### src/rtl/oam_dma_if.sv
// OAM DMA bus bundle: core-side snoop/halt signals and DMA bus-side signals.
// The master modport is the DMA engine; slave is the surrounding system.
interface oam_dma_if;
  logic [15:0] cpu_addr;
  logic [7:0]  cpu_data_o;
  logic        cpu_rw;
  logic        cpu_ready;
  logic        dma_active;
  logic [15:0] bus_addr;
  logic [7:0]  bus_data_o;
  logic        bus_rw;
  logic [7:0]  bus_data_i;

  modport master (
    input  cpu_addr, cpu_data_o, cpu_rw, bus_data_i,
    output cpu_ready, dma_active, bus_addr, bus_data_o, bus_rw
  );

  modport slave (
    output cpu_addr, cpu_data_o, cpu_rw, bus_data_i,
    input  cpu_ready, dma_active, bus_addr, bus_data_o, bus_rw
  );
endinterface

### src/rtl/oam_dma.sv
// OAM DMA engine: snoops the trigger write, halts the core and copies
// one 256-byte page to the OAM data port as read/write pairs.
module oam_dma #(
  parameter logic [15:0] TRIGGER_ADDR = 16'h4014,
  parameter logic [15:0] OAM_ADDR     = 16'h2004
) (
  input  logic      clk,
  input  logic      rst,
  oam_dma_if.master bus
);

  typedef enum logic [2:0] {
    S_IDLE,
    S_HALT,
    S_ALIGN,
    S_READ,
    S_WRITE
  } state_e;

  state_e      state_q, state_d;
  logic        phase_q, phase_d;
  logic [7:0]  page_q, page_d;
  logic [7:0]  idx_q, idx_d;
  logic [7:0]  byte_q, byte_d;
  logic        cpu_ready_q, cpu_ready_d;
  logic        dma_active_q, dma_active_d;
  logic        bus_rw_q, bus_rw_d;
  logic [15:0] bus_addr_q, bus_addr_d;

  always_comb begin
    state_d = state_q;
    phase_d = ~phase_q;
    page_d  = page_q;
    idx_d   = idx_q;
    byte_d  = byte_q;
    unique case (state_q)
      S_IDLE: begin
        if (bus.cpu_addr == TRIGGER_ADDR && !bus.cpu_rw) begin
          page_d  = bus.cpu_data_o;
          idx_d   = 8'h00;
          state_d = S_HALT;
        end
      end
      // Reads must land on phase 0, so insert ALIGN when needed
      S_HALT:  state_d = phase_d ? S_ALIGN : S_READ;
      S_ALIGN: state_d = S_READ;
      S_READ: begin
        byte_d  = bus.bus_data_i;
        state_d = S_WRITE;
      end
      S_WRITE: begin
        if (idx_q == 8'hFF) begin
          state_d = S_IDLE;
        end else begin
          idx_d   = idx_q + 8'd1;
          state_d = S_READ;
        end
      end
      default: state_d = S_IDLE;
    endcase
  end

  // Outputs are registered from the next state so they align with it
  always_comb begin
    cpu_ready_d  = (state_d == S_IDLE);
    dma_active_d = (state_d == S_READ) || (state_d == S_WRITE);
    bus_rw_d     = (state_d != S_WRITE);
    bus_addr_d   = bus_addr_q;
    if (state_d == S_READ) begin
      bus_addr_d = {page_d, idx_d};
    end else if (state_d == S_WRITE) begin
      bus_addr_d = OAM_ADDR;
    end
  end

  always_ff @(posedge clk) begin
    if (rst) begin
      state_q      <= S_IDLE;
      phase_q      <= 1'b0;
      page_q       <= 8'h00;
      idx_q        <= 8'h00;
      byte_q       <= 8'h00;
      cpu_ready_q  <= 1'b1;
      dma_active_q <= 1'b0;
      bus_rw_q     <= 1'b1;
      bus_addr_q   <= 16'h0000;
    end else begin
      state_q      <= state_d;
      phase_q      <= phase_d;
      page_q       <= page_d;
      idx_q        <= idx_d;
      byte_q       <= byte_d;
      cpu_ready_q  <= cpu_ready_d;
      dma_active_q <= dma_active_d;
      bus_rw_q     <= bus_rw_d;
      bus_addr_q   <= bus_addr_d;
    end
  end

  assign bus.cpu_ready  = cpu_ready_q;
  assign bus.dma_active = dma_active_q;
  assign bus.bus_rw     = bus_rw_q;
  assign bus.bus_addr   = bus_addr_q;
  assign bus.bus_data_o = byte_q;

endmodule
### src/flat_wrapper.sv
// flat-port wrapper written by rule: the top's interface ports become plain ports
module oam_dma_flat 
#(
  parameter logic [15:0] TRIGGER_ADDR = 16'h4014,
  parameter logic [15:0] OAM_ADDR     = 16'h2004
)
  (clk, rst, bus_cpu_addr, bus_cpu_data_o, bus_cpu_rw, bus_bus_data_i, bus_cpu_ready, bus_dma_active, bus_bus_addr, bus_bus_data_o, bus_bus_rw);
  oam_dma_if bus_i ();
  input  logic clk;
  input  logic rst;
  input wire logic [$bits(bus_i.cpu_addr)-1:0] bus_cpu_addr;
  input wire logic [$bits(bus_i.cpu_data_o)-1:0] bus_cpu_data_o;
  input wire logic [$bits(bus_i.cpu_rw)-1:0] bus_cpu_rw;
  input wire logic [$bits(bus_i.bus_data_i)-1:0] bus_bus_data_i;
  output wire logic [$bits(bus_i.cpu_ready)-1:0] bus_cpu_ready;
  output wire logic [$bits(bus_i.dma_active)-1:0] bus_dma_active;
  output wire logic [$bits(bus_i.bus_addr)-1:0] bus_bus_addr;
  output wire logic [$bits(bus_i.bus_data_o)-1:0] bus_bus_data_o;
  output wire logic [$bits(bus_i.bus_rw)-1:0] bus_bus_rw;
  assign bus_i.cpu_addr = bus_cpu_addr;
  assign bus_i.cpu_data_o = bus_cpu_data_o;
  assign bus_i.cpu_rw = bus_cpu_rw;
  assign bus_i.bus_data_i = bus_bus_data_i;
  assign bus_cpu_ready = bus_i.cpu_ready;
  assign bus_dma_active = bus_i.dma_active;
  assign bus_bus_addr = bus_i.bus_addr;
  assign bus_bus_data_o = bus_i.bus_data_o;
  assign bus_bus_rw = bus_i.bus_rw;
  oam_dma #(.TRIGGER_ADDR(TRIGGER_ADDR), .OAM_ADDR(OAM_ADDR)) u_core (.clk(clk), .rst(rst), .bus(bus_i));
endmodule
### config.mk
export PLATFORM = sky130hd
export DESIGN_NAME = oam_dma_flat
export DESIGN_NICKNAME = d
export VERILOG_FILES = /design/src/rtl/oam_dma_if.sv /design/src/rtl/oam_dma.sv /design/src/flat_wrapper.sv
export SDC_FILE = /design/constraint.sdc
export NUM_CORES = 1
export LEC_CHECK = 0
export CORE_MARGIN = 1
export CORE_UTILIZATION = 25
export CTS_CLUSTER_DIAMETER = 80
export DETAILED_ROUTE_END_ITERATION = 8
export PLACE_DENSITY = 0.46
export SYNTH_ARGS = -nofsm -noshare
export SYNTH_HDL_FRONTEND = slang
export SYNTH_SLANG_ARGS = --single-unit
### constraint.sdc
create_clock -name clk -period 4.8 [get_ports clk]
set_input_delay 0.48 -clock clk [delete_from_list [all_inputs] [get_ports clk]]
set_output_delay 0.48 -clock clk [all_outputs]
set_load 0.02 [all_outputs]
==> run_results.csv <==
group,metric,value,unit
run_status,status,"finished, final reports clean",
sta,finalSetupViolations,0,
grt,grt_max_degree,36,
sta,period_minus_slack,2.14,ns
layout,nets,272,
synth,synth_top_family_by_area,"simple AND/OR/NAND/NOR gates",
die,die_height,88.6,um
grt,grt_overflow,0,
setup_path,endpoint_kind,"flip-flop",
clock_network,cts-buffers-inserted,5,
clock_network,cts_tree,"yes",
synth,synthSimpleGateAreaFrac,0.177,
clock_network,clk_pin_slew,0.10,ns
synth,synth_area,1880,um2
clock_network,root_buffer,"clkbuf_8",
setup_path,cp-start-kind,"flip-flop",
sta,slew_violations,0,
detailed_routing,drc,0,
clock_network,clock_path_buffers,2,
synth,synth_cells,177,
power,power.density,257,nW/um2
sta,tns,0,ns
clock_network,clkLatencyLatePin,0.30,ns
detailed_routing,vias,1466,
detailed_routing,wirelength,4270,um
setup_path,crit_type,"flip-flop to flip-flop",
detailed_routing,via_per_inst,4.36,
layout,nFillCells,740,
sta,tightest_slew,0.565,ns
placement,gp_congestion,0.778,
run,cap_violations,0,
setup_path,worstPathArrival,2.40,ns
placement,portBuffers,61,
sta,whs,0.440,ns
power,peakVddDrop,0.000117,V
clock_network,cts.htree.levels,2,
synth,avgSynthCellArea,10.6,um2
synth,ys_types,42,
clock_network,cts.sinks,47,
sta,rsz0062_at_grt,"no",
synth,yosysSeqAreaShare,0.502,
die,ios,62,
layout,area_growth_syn_to_layout,40.5,%
sta,finClkSkew,0.0147,ns
layout,diodes,0,
synth,synthMuxAreaShare,0.107,
layout,multiInputGateArea,840,um2
sta,max_slew_margin,0.622,
setup_path,required,5.05,ns
grt,antenna_found_initial,0,
setup_path,crit_buf_inv,0,
synth,ys_ff_latch,47,
synth,synth-adder-area-share,0.00667,
detailed_routing,postRouteAntennaNets,0,
min_path,hp-class,"flip-flop to flip-flop",
synth,yosysWarnings,0,
sta,hold_violations,0,
grt,grt_usage,0.114,
die,fp-row-count,31,
die,core_area,7250,um2
power,leakage,0.970,nW
detailed_routing,dr.first_iter.drc_count,45,
placement,dpl.hpwl,2920,um
clock_network,post_cts_buffers,0,
clock_network,cts.repair.resized,0,
sta,finalCritPeriodShare,0.447,
layout,register_area,941,um2
setup_path,worstPathCellList,"ha_1 > nand4_1 > o21ai_2 > o21a_1 > and2b_4 > a22o_1",
die,start_util,0.259,
synth,synthXorXnorAreaFrac,0.0187,
synth,synth_compound_gate_area_share,0.137,
setup_path,cp_slowest_cell,"o21ai_2",
die,die_width,88.6,um
clock_network,hold_buffers,0,
detailed_routing,drt_pass1_iterations,4,
grt,grt_pass1_wl,6730,um
setup_path,path_delay_family,"compound AO/OA/AOI/OAI gates",
synth,syn-num-nets,213,
setup_path,slowest_delay,0.50,ns
detailed_routing,wl_per_cell,12.7,um
setup_path,worst-path-max-fanout,14,
layout,drive_above_1_share,0.0844,
sta,max_freq,466,MHz
die,die-area,7850,um2
grt,first_global_vias,1295,
==> path summary, 6_finish.rpt <==
check | startpoint | cells past startpoint | slack (ns) | to
worst max-delay path | u_core.idx_q[0] | 6 | 2.66 | u_core.bus.bus_addr[7]
worst min-delay path | u_core.phase_q | 1 | 0.44 | u_core.phase_q
worst max register to register | u_core.idx_q[0] | 6 | 2.66 | u_core.bus.bus_addr[7]
worst min register to register | u_core.phase_q | 1 | 0.44 | u_core.phase_q
==> cells in the final DEF (no fill, tap or decap), types with 2 or more instances in the layout <==
| master | count |
|---|---|
| a21oi_1 | 4 |
| a221oi_2 | 2 |
| a22o_1 | 9 |
| clkbuf_8 | 5 |
| clkdlybuf4s50_1 | 61 |
| clkinv_4 | 2 |
| dfxtp_1 | 47 |
| inv_1 | 6 |
| mux2i_1 | 19 |
| nand2_1 | 7 |
| nand2b_1 | 3 |
| nand3_1 | 4 |
| nand4_1 | 2 |
| nor2_1 | 23 |
| nor3_1 | 5 |
| nor4_1 | 2 |
| nor4b_1 | 2 |
| o21a_1 | 2 |
| o221ai_1 | 2 |
| o2bb2ai_1 | 5 |
| xnor2_1 | 2 |
| xor2_1 | 2 |
==> logic make-up after synthesis <==
| logic type | count (synthesis) |
|---|---|
| flops | 47 |
| buf+inv | 16 |
| mux | 20 |
| compound gates | 31 |
| simple gates | 58 |
| fa+ha+maj | 1 |
| xor+xnor | 4 |
==> stage by stage <==
| stage | setup WS (ns) | power [mW] | utilization | cells | area (um2) |
|---|---|---|---|---|---|
| after global routing | 2.42 | 0.705 | 0.363 | 336 | 2640 |
| after CTS | 2.62 | 0.687 | 0.363 | 336 | 2640 |
| after detailed placement | 2.39 | 0.440 | 0.351 | 328 | 2540 |
| after floorplan | 3.10 | 0.410 | - | 177 | 1880 |
| after global placement | 2.47 | 0.439 | 0.351 | 328 | 2540 |
| final | 2.66 | 0.676 | 0.363 | 336 | 2640 |
==> final cells by class <==
class | instances | share of cell area
sequential | 47 | 0.357
multi-input combinational | 114 | 0.319
timing repair buffer | 62 | 0.235
tap | 99 | 0.0470
clock buffer | 6 | 0.0275
inverter | 6 | 0.00855
clock inverter | 2 | 0.00665
==> flip-flops by register name, summed over array words and instances (netlist names) <==
| name | flops |
|---|---|
| u_core.bus.bus_addr | 16 |
| u_core.bus.bus_data_o | 8 |
| u_core.bus.bus_rw | 1 |
| u_core.bus.cpu_ready | 1 |
| u_core.bus.dma_active | 1 |
| u_core.idx_q | 8 |
| u_core.page_q | 8 |
| u_core.phase_q | 1 |
| u_core.state_q | 3 |
==> Yosys cell counts, drive strengths merged <==
library cell,n,area (um2)
nor4,2,12.5
clkbuf,4,15.0
mux2,1,11.3
nand4,2,12.5
o21bai,1,7.51
and2b,1,10.0
o221ai,2,17.5
nand4b,1,8.76
xnor2,2,17.5
nor3,5,25.0
o2bb2ai,5,43.8
o21ai,2,13.8
dfxtp,47,941
nor3b,1,18.8
and3,1,6.26
ha,1,12.5
inv,6,22.5
or2,1,6.26
nor4b,3,32.5
a31o,1,8.76
a211oi,1,7.51
o31a,1,8.76
nand2,7,26.3
xor2,2,17.5
nand3,5,30.0
nor2,25,118
o21a,2,15.0
buf,6,57.6
nand2b,3,18.8
nand3b,1,7.51
mux2i,19,190
a22o,9,78.8
o22ai,1,6.26
a21oi,4,20.0
a221oi,2,30.0
==> metal layers <==
metal | wire (um) | vias up | share of wire | global-route usage
li1 | - | 748 | - | -
met1 | 2090 | 665 | 0.49 | 0.167
met2 | 1830 | 48 | 0.43 | 0.160
met3 | 293 | 5 | 0.069 | 0.0280
met4 | 57 | 0 | 0.013 | 0.0396
met5 | 0 | - | 0 | 0
==> where the power goes <==
| group | internal, mW | total, mW | switching [mW] |
|---|---|---|---|
| Combinational | 0.0271 | 0.0391 | 0.0120 |
| Sequential | 0.390 | 0.391 | 0.000417 |
| Clock | 0.105 | 0.246 | 0.141 |
(Power assumes the default switching activity.)
